## src/rtl/hazard_flush_ctrl.sv

```systemverilog
// hazard_flush_ctrl
// Central pipeline hazard controller. Detects load-use hazards between the
// decode and execute stages and taken branches resolved in execute, then
// drives per-stage hold enables and the clrHDU/clrBU clear strobes. A busy
// data memory freezes the whole pipeline and defers any pending action.
// Saturating counters track stall cycles and flush cycles.
//
// Ports
//   clk, rst_n                 clock (rising edge), async active-low reset
//   rs1_de, rs2_de             decode-stage source registers
//   use_rs1_de, use_rs2_de     decode instruction actually reads rs1 / rs2
//   rd_ex                      execute-stage destination register
//   memtoreg_ex, regwrite_ex   execute instruction is a load / writes a reg
//   branch_taken_ex            branch resolved taken in execute
//   mem_busy                   data memory not ready, hold everything
//   stall_f/d/e/m              hold enables for the F/D/E/M registers
//   clrHDU                     load-use bubble into E-stage controls
//   clrBU                      branch flush of D and E stages
//   stall_cnt, flush_cnt       saturating stall / flush cycle counters
//
// Operating mode, resolved each cycle (highest priority first):
//   mode   | meaning
//   busy   | mem_busy: all stages held, timers frozen, no clears
//   branch | taken branch or branch tail running: clrBU, load-use dropped
//   lu     | load-use hit or stall tail running: hold F/D, bubble into E
//   idle   | nothing asserted

module hazard_flush_ctrl #(
   parameter int REG_W     = 4,
   parameter int LU_CYCLES = 1,
   parameter int BR_EXTRA  = 1,
   parameter int CNT_W     = 16
) (
   input  logic             clk,
   input  logic             rst_n,
   input  logic [REG_W-1:0] rs1_de,
   input  logic [REG_W-1:0] rs2_de,
   input  logic             use_rs1_de,
   input  logic             use_rs2_de,
   input  logic [REG_W-1:0] rd_ex,
   input  logic             memtoreg_ex,
   input  logic             regwrite_ex,
   input  logic             branch_taken_ex,
   input  logic             mem_busy,
   output logic             stall_f,
   output logic             stall_d,
   output logic             stall_e,
   output logic             stall_m,
   output logic             clrHDU,
   output logic             clrBU,
   output logic [CNT_W-1:0] stall_cnt,
   output logic [CNT_W-1:0] flush_cnt
);

   // Remaining-cycle timers; the hit cycle itself is not counted, hence -1.
   localparam logic [2:0] LU_RELOAD = 3'(LU_CYCLES - 1);
   localparam logic [2:0] BR_RELOAD = 3'(BR_EXTRA);

   logic [2:0]       r_lu_cnt;
   logic [2:0]       r_br_cnt;
   logic [CNT_W-1:0] r_stall_cnt;
   logic [CNT_W-1:0] r_flush_cnt;

   logic w_lu_hit;
   logic w_br_act;
   logic w_lu_act;
   logic w_busy_mode;
   logic w_br_mode;
   logic w_lu_mode;

   assign w_lu_hit = memtoreg_ex & regwrite_ex &
                     ((use_rs1_de & (rs1_de == rd_ex)) |
                      (use_rs2_de & (rs2_de == rd_ex)));

   assign w_br_act = branch_taken_ex | (r_br_cnt != 3'd0);
   assign w_lu_act = w_lu_hit | (r_lu_cnt != 3'd0);

   // Gating with rst_n keeps the combinational paths quiet during reset too.
   assign w_busy_mode = rst_n & mem_busy;
   assign w_br_mode   = rst_n & ~mem_busy & w_br_act;
   assign w_lu_mode   = rst_n & ~mem_busy & ~w_br_act & w_lu_act;

   assign stall_f   = w_busy_mode | w_lu_mode;
   assign stall_d   = w_busy_mode | w_lu_mode;
   assign stall_e   = w_busy_mode;
   assign stall_m   = w_busy_mode;
   assign clrHDU    = w_lu_mode;
   assign clrBU     = w_br_mode;
   assign stall_cnt = r_stall_cnt;
   assign flush_cnt = r_flush_cnt;

   // Timers. While busy nothing moves; EX is frozen so the triggering inputs
   // are still present once the memory frees up.
   always_ff @(posedge clk or negedge rst_n) begin
      if (!rst_n) begin
         r_lu_cnt <= 3'd0;
         r_br_cnt <= 3'd0;
      end else if (w_br_mode) begin
         // Flush kills the dependent instruction, so any load-use tail goes.
         r_lu_cnt <= 3'd0;
         if (branch_taken_ex)
            r_br_cnt <= BR_RELOAD;
         else
            r_br_cnt <= r_br_cnt - 3'd1;
      end else if (w_lu_mode) begin
         if (w_lu_hit && (r_lu_cnt == 3'd0))
            r_lu_cnt <= LU_RELOAD;
         else
            r_lu_cnt <= r_lu_cnt - 3'd1;
      end
   end

   always_ff @(posedge clk or negedge rst_n) begin
      if (!rst_n) begin
         r_stall_cnt <= '0;
         r_flush_cnt <= '0;
      end else begin
         if (stall_f && (r_stall_cnt != {CNT_W{1'b1}}))
            r_stall_cnt <= r_stall_cnt + 1'b1;
         if (clrBU && (r_flush_cnt != {CNT_W{1'b1}}))
            r_flush_cnt <= r_flush_cnt + 1'b1;
      end
   end

endmodule

```

## config.mk

```make
export PLATFORM = sky130hd
export DESIGN_NAME = hazard_flush_ctrl
export DESIGN_NICKNAME = d
export VERILOG_FILES = /design/src/rtl/hazard_flush_ctrl.sv
export SDC_FILE = /design/constraint.sdc
export NUM_CORES = 1
export LEC_CHECK = 0
export ABC_AREA = 1
export CAP_MARGIN = 20
export CORE_UTILIZATION = 38
export DETAILED_ROUTE_END_ITERATION = 10
export SETUP_SLACK_MARGIN = 0.15
export SLEW_MARGIN = 10
export SYNTH_ARGS = -nofsm -noshare
export SYNTH_HDL_FRONTEND = slang
export SYNTH_SLANG_ARGS = --single-unit
```

## constraint.sdc

```tcl
create_clock -name clk -period 3.3 [get_ports clk]
set_input_delay 0.495 -clock clk [delete_from_list [all_inputs] [get_ports clk]]
set_output_delay 0.495 -clock clk [all_outputs]
set_load 0.05 [all_outputs]
```

==> results.sh, run 1 <==
export IMPL_io_buffer_count=57
export IMPL_start_util_pct=39.9
export IMPL_grtUsageTotal_pct=17.5
export IMPL_cp_arrival_ns=2.04
export IMPL_dpl_cell_area_sq_um=2910
export IMPL_clock_path_buffers=2
export IMPL_stdcell_area_sq_um=3050
export IMPL_io_pins=58
export IMPL_clkLatencyLatePin_ns=0.29
export IMPL_drt_first_pass_iters=4
export IMPL_instances_no_fill=423
export IMPL_postCtsSetupRepairBufs=0
export IMPL_postCtsHoldBufs=0
export IMPL_hp_class="in -> async"
export IMPL_antenna_found_initial=0
export IMPL_place_gp_congestion=0.800
export IMPL_syn_num_nets=314
export IMPL_status="complete, no violations"
export IMPL_end_kind="primary output"
export IMPL_whs_ns=0.296
export IMPL_rsz0062_at_grt="false"
export IMPL_pre_cts_ws_ns=0.754
export IMPL_synthDistinctLibCells=21
export IMPL_cts_htree_levels=2
export IMPL_synth_warning_count=0
export IMPL_die_w_um=78.8
export IMPL_syn_inst=288
export IMPL_drv_cap=0
export IMPL_clkTransAtPathRegs_ns=0.07
export IMPL_final_util_pct=54.4
export IMPL_cts_made_buffers=5
export IMPL_required_ns=2.80
export IMPL_ys_seq_area_share_pct=42.5
export IMPL_area_delta_synth_final_pct=36.3
export IMPL_placed_cells=415
export IMPL_period_share_pct=76.9
export IMPL_netlist_area_sq_um=2240
export IMPL_drive_gt1_share_pct=7.12
export IMPL_nets=376
export IMPL_min_period_ns=2.54
export IMPL_grt_pass1_vias=1897
export IMPL_crit_type="in -> out"
export IMPL_p_total_mw=1.70
export IMPL_via_per_inst=4.60
export IMPL_root_buffer="clkbuf_8"
export IMPL_skew_ns=0.00905
export IMPL_die_h_um=78.8
export IMPL_critPathLaunchType="input port"
export IMPL_drt_wirelength_per_cell_um=11.2
export IMPL_hold_viol=0
export IMPL_drc=0
export IMPL_fmax_mhz=394
export IMPL_finalWorstSetupSlack_ns=0.762
export IMPL_drt_first_iter_violations=51
export IMPL_core_area_sq_um=5610
export IMPL_ant_nets=0
export IMPL_ys_ff_latch=38
export IMPL_wirelength_um=4740
export IMPL_grt_start_max_net_pins=39
export IMPL_drv_slew=0
export IMPL_crit_fanout=13
export IMPL_setup_tns_ns=0
export IMPL_cts_sinks=38
export IMPL_postSynthAreaPerCell_sq_um=7.77
export IMPL_vias=1947
export IMPL_grt_pass1_wl_um=8530
export IMPL_powerDensity_nw_per_um2=558
export IMPL_power_leakage_nw=1.52
export IMPL_fp_dieArea_sq_um=6200
export IMPL_postCtsResizedCells=0
export IMPL_setup_violations=0
export IMPL_dp_hpwl_um=3540
export IMPL_tightestPinTransition_ns=0.508
export IMPL_slew_headroom_pct=66.0
export IMPL_grt_ovfl_total=0
export IMPL_rows=27
export IMPL_ir_drop_uv=603
export IMPL_diodes=0
export IMPL_tritoncts="yes"
Yosys cell counts:
library cell  instances  area share [%]
a21oi_1               1            0.22
buf_2                 2            0.45
buf_4                 2            0.67
buf_6                 1            0.50
dfrtp_1              38              42
ha_1                  6             3.4
inv_1                40             6.7
nand2_1              84              14
nand2_2               3            0.84
nand2_4               2             1.0
nand3_1              35             7.8
nand3b_1              1            0.34
nor2_1               20             3.4
nor2_4                2             1.0
nor3_1               13             2.9
nor3b_2               1            0.56
o21ai_0               2            0.45
o22ai_1               4             1.1
or2_4                 1            0.39
xnor2_1               9             3.5
xor2_1               21             8.2
logic make-up after synthesis:
kind of cell	Yosys count	synth area share, %
and+or+nand+nor	162	32.3
xor gates and xnor gates	30	11.7
AOI/OAI and AO/OA	7	1.79
adders and majority gates	6	3.35
DFF	38	42.5
buffers and inverters	45	8.33
final timing paths:
check / end / slack (ns) / from / cells after the start
min in group clk: flush_cnt[12]$_DFFE_PN0P_ / 0.49 / flush_cnt[12]$_DFFE_PN0P_ / 1
min: stall_cnt[10]$_DFFE_PN0P_ / 0.30 / rst_n / 2
max in group asynchronous: flush_cnt[9]$_DFFE_PN0P_ / 2.66 / rst_n / 2
min reg2reg: flush_cnt[12]$_DFFE_PN0P_ / 0.49 / flush_cnt[12]$_DFFE_PN0P_ / 1
max: stall_f / 0.76 / rd_ex[0] / 12
max reg2reg: stall_cnt[13]$_DFFE_PN0P_ / 1.21 / r_br_cnt[0]$_DFFE_PN0P_ / 11
registers in the layout, indices dropped and copies added, names as in the netlist:
signal and cells:
r_br_cnt 3, r_lu_cnt 3, stall_cnt 16, flush_cnt 16
worst max-delay path: stages:
cell and delay (ns):
clkdlybuf4s50_1 0.52, inv_1 0.05, nand2_1 0.05, nand2_1 0.05, nor2_1 0.07, nand3_1 0.07, nand2_1 0.07, nand2_1 0.04
nand2_1 0.05, nand2_1 0.09, nand2_2 0.28, buf_12 0.18
metal layers:
| metal | track usage [%] | wire length, um | up-vias |
|---|---|---|---|
| met5 | 0 | 0 | - |
| met4 | 6.48 | 70 | 0 |
| met3 | 3.45 | 179 | 6 |
| met2 | 28.9 | 2180 | 42 |
| met1 | 22.6 | 2310 | 878 |
| li1 | - | - | 1021 |
power by group:
group,internal (mW),switching [mW]
Clock,0.323,0.166
Combinational,0.221,0.368
Sequential,0.540,0.0835
Total,1.08,0.618
placed cells by master, fill, tap and decap left out, drive strengths merged, types with 4 or more instances in the layout:
master         Yosys  layout
nor2              22      22
o22ai              4       4
ha                 6       6
nand3             35      35
dfrtp             38      38
buf                5       8
clkdlybuf4s50      0      52
inv               40      40
xnor2              9       9
nor3              13      13
nand2             89      89
xor2              21      21
clkbuf             0       6
cell type report:
cell class | count | area [sq um]
fill | 542 | 2560
clock inverter | 2 | 60.1
multi-input combinational | 205 | 1100
sequential | 38 | 951
tap | 72 | 90.1
timing repair buffer | 60 | 616
clock buffer | 6 | 82.6
inverter | 40 | 150
(Power assumes the default switching activity.)
==> inputs of run 2 (changes only) <==
--- a/config.mk
+++ b/config.mk
@@ -9,6 +9,7 @@
 export CAP_MARGIN = 20
 export CORE_UTILIZATION = 38
 export DETAILED_ROUTE_END_ITERATION = 10
+export PLACE_DENSITY = 0.67
 export SETUP_SLACK_MARGIN = 0.15
 export SLEW_MARGIN = 10
 export SYNTH_ARGS = -nofsm -noshare
==> constraint.sdc (replaced) <==
create_clock -name clk -period 2.3 [get_ports clk]
set_input_delay 0.345 -clock clk [delete_from_list [all_inputs] [get_ports clk]]
set_output_delay 0.345 -clock clk [all_outputs]
set_load 0.05 [all_outputs]
==> results.sh, run 2 (synthesis results as in run 1) <==
export IMPL_period_share_pct=89.4
export IMPL_grt_ovfl_total=0
export IMPL_grt_start_max_net_pins=39
export IMPL_drc=0
export IMPL_skew_ns=0.00804
export IMPL_tightestPinTransition_ns=0.509
export IMPL_crit_fanout=4
export IMPL_power_leakage_nw=1.57
export IMPL_clock_path_buffers=2
export IMPL_drt_first_iter_violations=78
export IMPL_drt_first_pass_iters=4
export IMPL_required_ns=1.96
export IMPL_drv_cap=0
export IMPL_die_h_um=78.8
export IMPL_hold_viol=0
export IMPL_cts_made_buffers=5
export IMPL_core_area_sq_um=5610
export IMPL_drv_slew=0
export IMPL_clkLatencyLatePin_ns=0.28
export IMPL_place_gp_congestion=0.825
export IMPL_ir_drop_uv=607
export IMPL_mostFrequentLayoutCells="nand2_1, clkdlybuf4s50_1, inv_1"
export IMPL_vias=2014
export IMPL_hp_class="in -> async"
export IMPL_start_util_pct=39.9
export IMPL_rsz0062_at_grt="true"
export IMPL_rows=27
export IMPL_ant_nets=0
export IMPL_tritoncts="yes"
export IMPL_critPathLaunchType="flip-flop"
export IMPL_clkTransAtPathRegs_ns=0.07
export IMPL_cts_htree_levels=2
export IMPL_setup_tns_ns=0
export IMPL_drt_wirelength_per_cell_um=11.3
export IMPL_area_delta_synth_final_pct=39.1
export IMPL_slew_headroom_pct=66.0
export IMPL_io_pins=58
export IMPL_crit_type="reg -> out"
export IMPL_grt_pass1_wl_um=7960
export IMPL_via_per_inst=4.71
export IMPL_drive_gt1_share_pct=10.1
export IMPL_root_buffer="clkbuf_8"
export IMPL_placed_cells=416
export IMPL_cts_sinks=38
export IMPL_antenna_found_initial=0
export IMPL_final_util_pct=55.5
export IMPL_setup_violations=0
export IMPL_postCtsHoldBufs=0
export IMPL_mostFrequentLayoutCell="nand2_1"
export IMPL_grtUsageTotal_pct=16.3
export IMPL_grt_pass1_vias=1780
export IMPL_powerDensity_nw_per_um2=719
export IMPL_instances_no_fill=428
export IMPL_wirelength_um=4830
export IMPL_min_period_ns=2.06
export IMPL_die_w_um=78.8
export IMPL_cp_arrival_ns=1.71
export IMPL_io_buffer_count=57
export IMPL_fp_dieArea_sq_um=6200
export IMPL_dp_hpwl_um=3670
export IMPL_status="complete, no violations"
export IMPL_p_total_mw=2.24
export IMPL_nets=381
export IMPL_diodes=0
export IMPL_fmax_mhz=487
export IMPL_end_kind="primary output"
run 2: cell types whose count changed in the layout (fill, tap and decap cells not counted), moves of 2 or more:
cell             delta
clkdlybuf4s50_1     -6
dlymetal6s2s_1      +4
buf_12              +3
buf_4               +3
bufinv_16           -2
nand2_4             +2
nor2_1              -2
run 2: final cells by class:
cell class	instances	area (sq um)
multi-input combinational	205	1130
clock buffer	7	86.3
clock inverter	1	5.00
inverter	40	150
tap	72	90.1
sequential	38	952
timing repair buffer	65	699
fill	563	2490
run 2: per-stage QoR:
stage / area, sq um / hold WS, ns / worst slack [ns]
CTS: 3070 / 0.178 / 0.153
detailed placement: 2970 / 0.487 / 0.163
global placement: 2970 / 0.482 / 0.193
floorplan: 2260 / 0.0494 / 0.144
global route: 3110 / 0.198 / 0.131
finish: 3110 / 0.154 / 0.245
run 2: report_power, final:
part	total, mW	switching [mW]	internal [mW]	leakage [nW]
registers	0.897	0.121	0.776	0.491
logic	0.873	0.537	0.336	1.03
clock network	0.468	0.226	0.242	0.0482
total	2.24	0.883	1.35	1.57
run 2: routing by layer:
| metal | global-route usage (%) | vias to the layer above | share of wire (%) |
|---|---|---|---|
| met5 | 0 | - | 0 |
| met4 | 5.00 | 0 | 0.64 |
| met3 | 3.68 | 2 | 4.4 |
| met2 | 26.8 | 44 | 47 |
| met1 | 21.2 | 939 | 48 |
| li1 | - | 1029 | - |
run 2: path summary, 6_finish.rpt:
path	from	end	depth (start not counted)	slack [ns]
worst max-delay path	r_br_cnt[0]$_DFFE_PN0P_	stall_d	8	0.24
min in group clk	r_br_cnt[0]$_DFFE_PN0P_	r_br_cnt[0]$_DFFE_PN0P_	1	0.49
worst max register to register	r_br_cnt[0]$_DFFE_PN0P_	flush_cnt[11]$_DFFE_PN0P_	12	0.28
worst min register to register	r_br_cnt[0]$_DFFE_PN0P_	r_br_cnt[0]$_DFFE_PN0P_	1	0.49
worst min-delay path	rst_n	stall_cnt[7]$_DFFE_PN0P_	2	0.15
max in group asynchronous	rst_n	stall_cnt[1]$_DFFE_PN0P_	2	1.79
run 2: what timing repair did:
action	in CTS	in global routing
resized for setup	0	8
buffers inserted	1	3
pin swaps	0	2
setup endpoints to repair	1	4
run 2: critical path: stages (launching register included):
cell	delay, ns
dfrtp_1	0.39
inv_1	0.06
ha_1	0.14
ha_1	0.13
nand2_1	0.08
nor3_1	0.23
nand2_2	0.13
nand2_4	0.13
buf_12	0.14
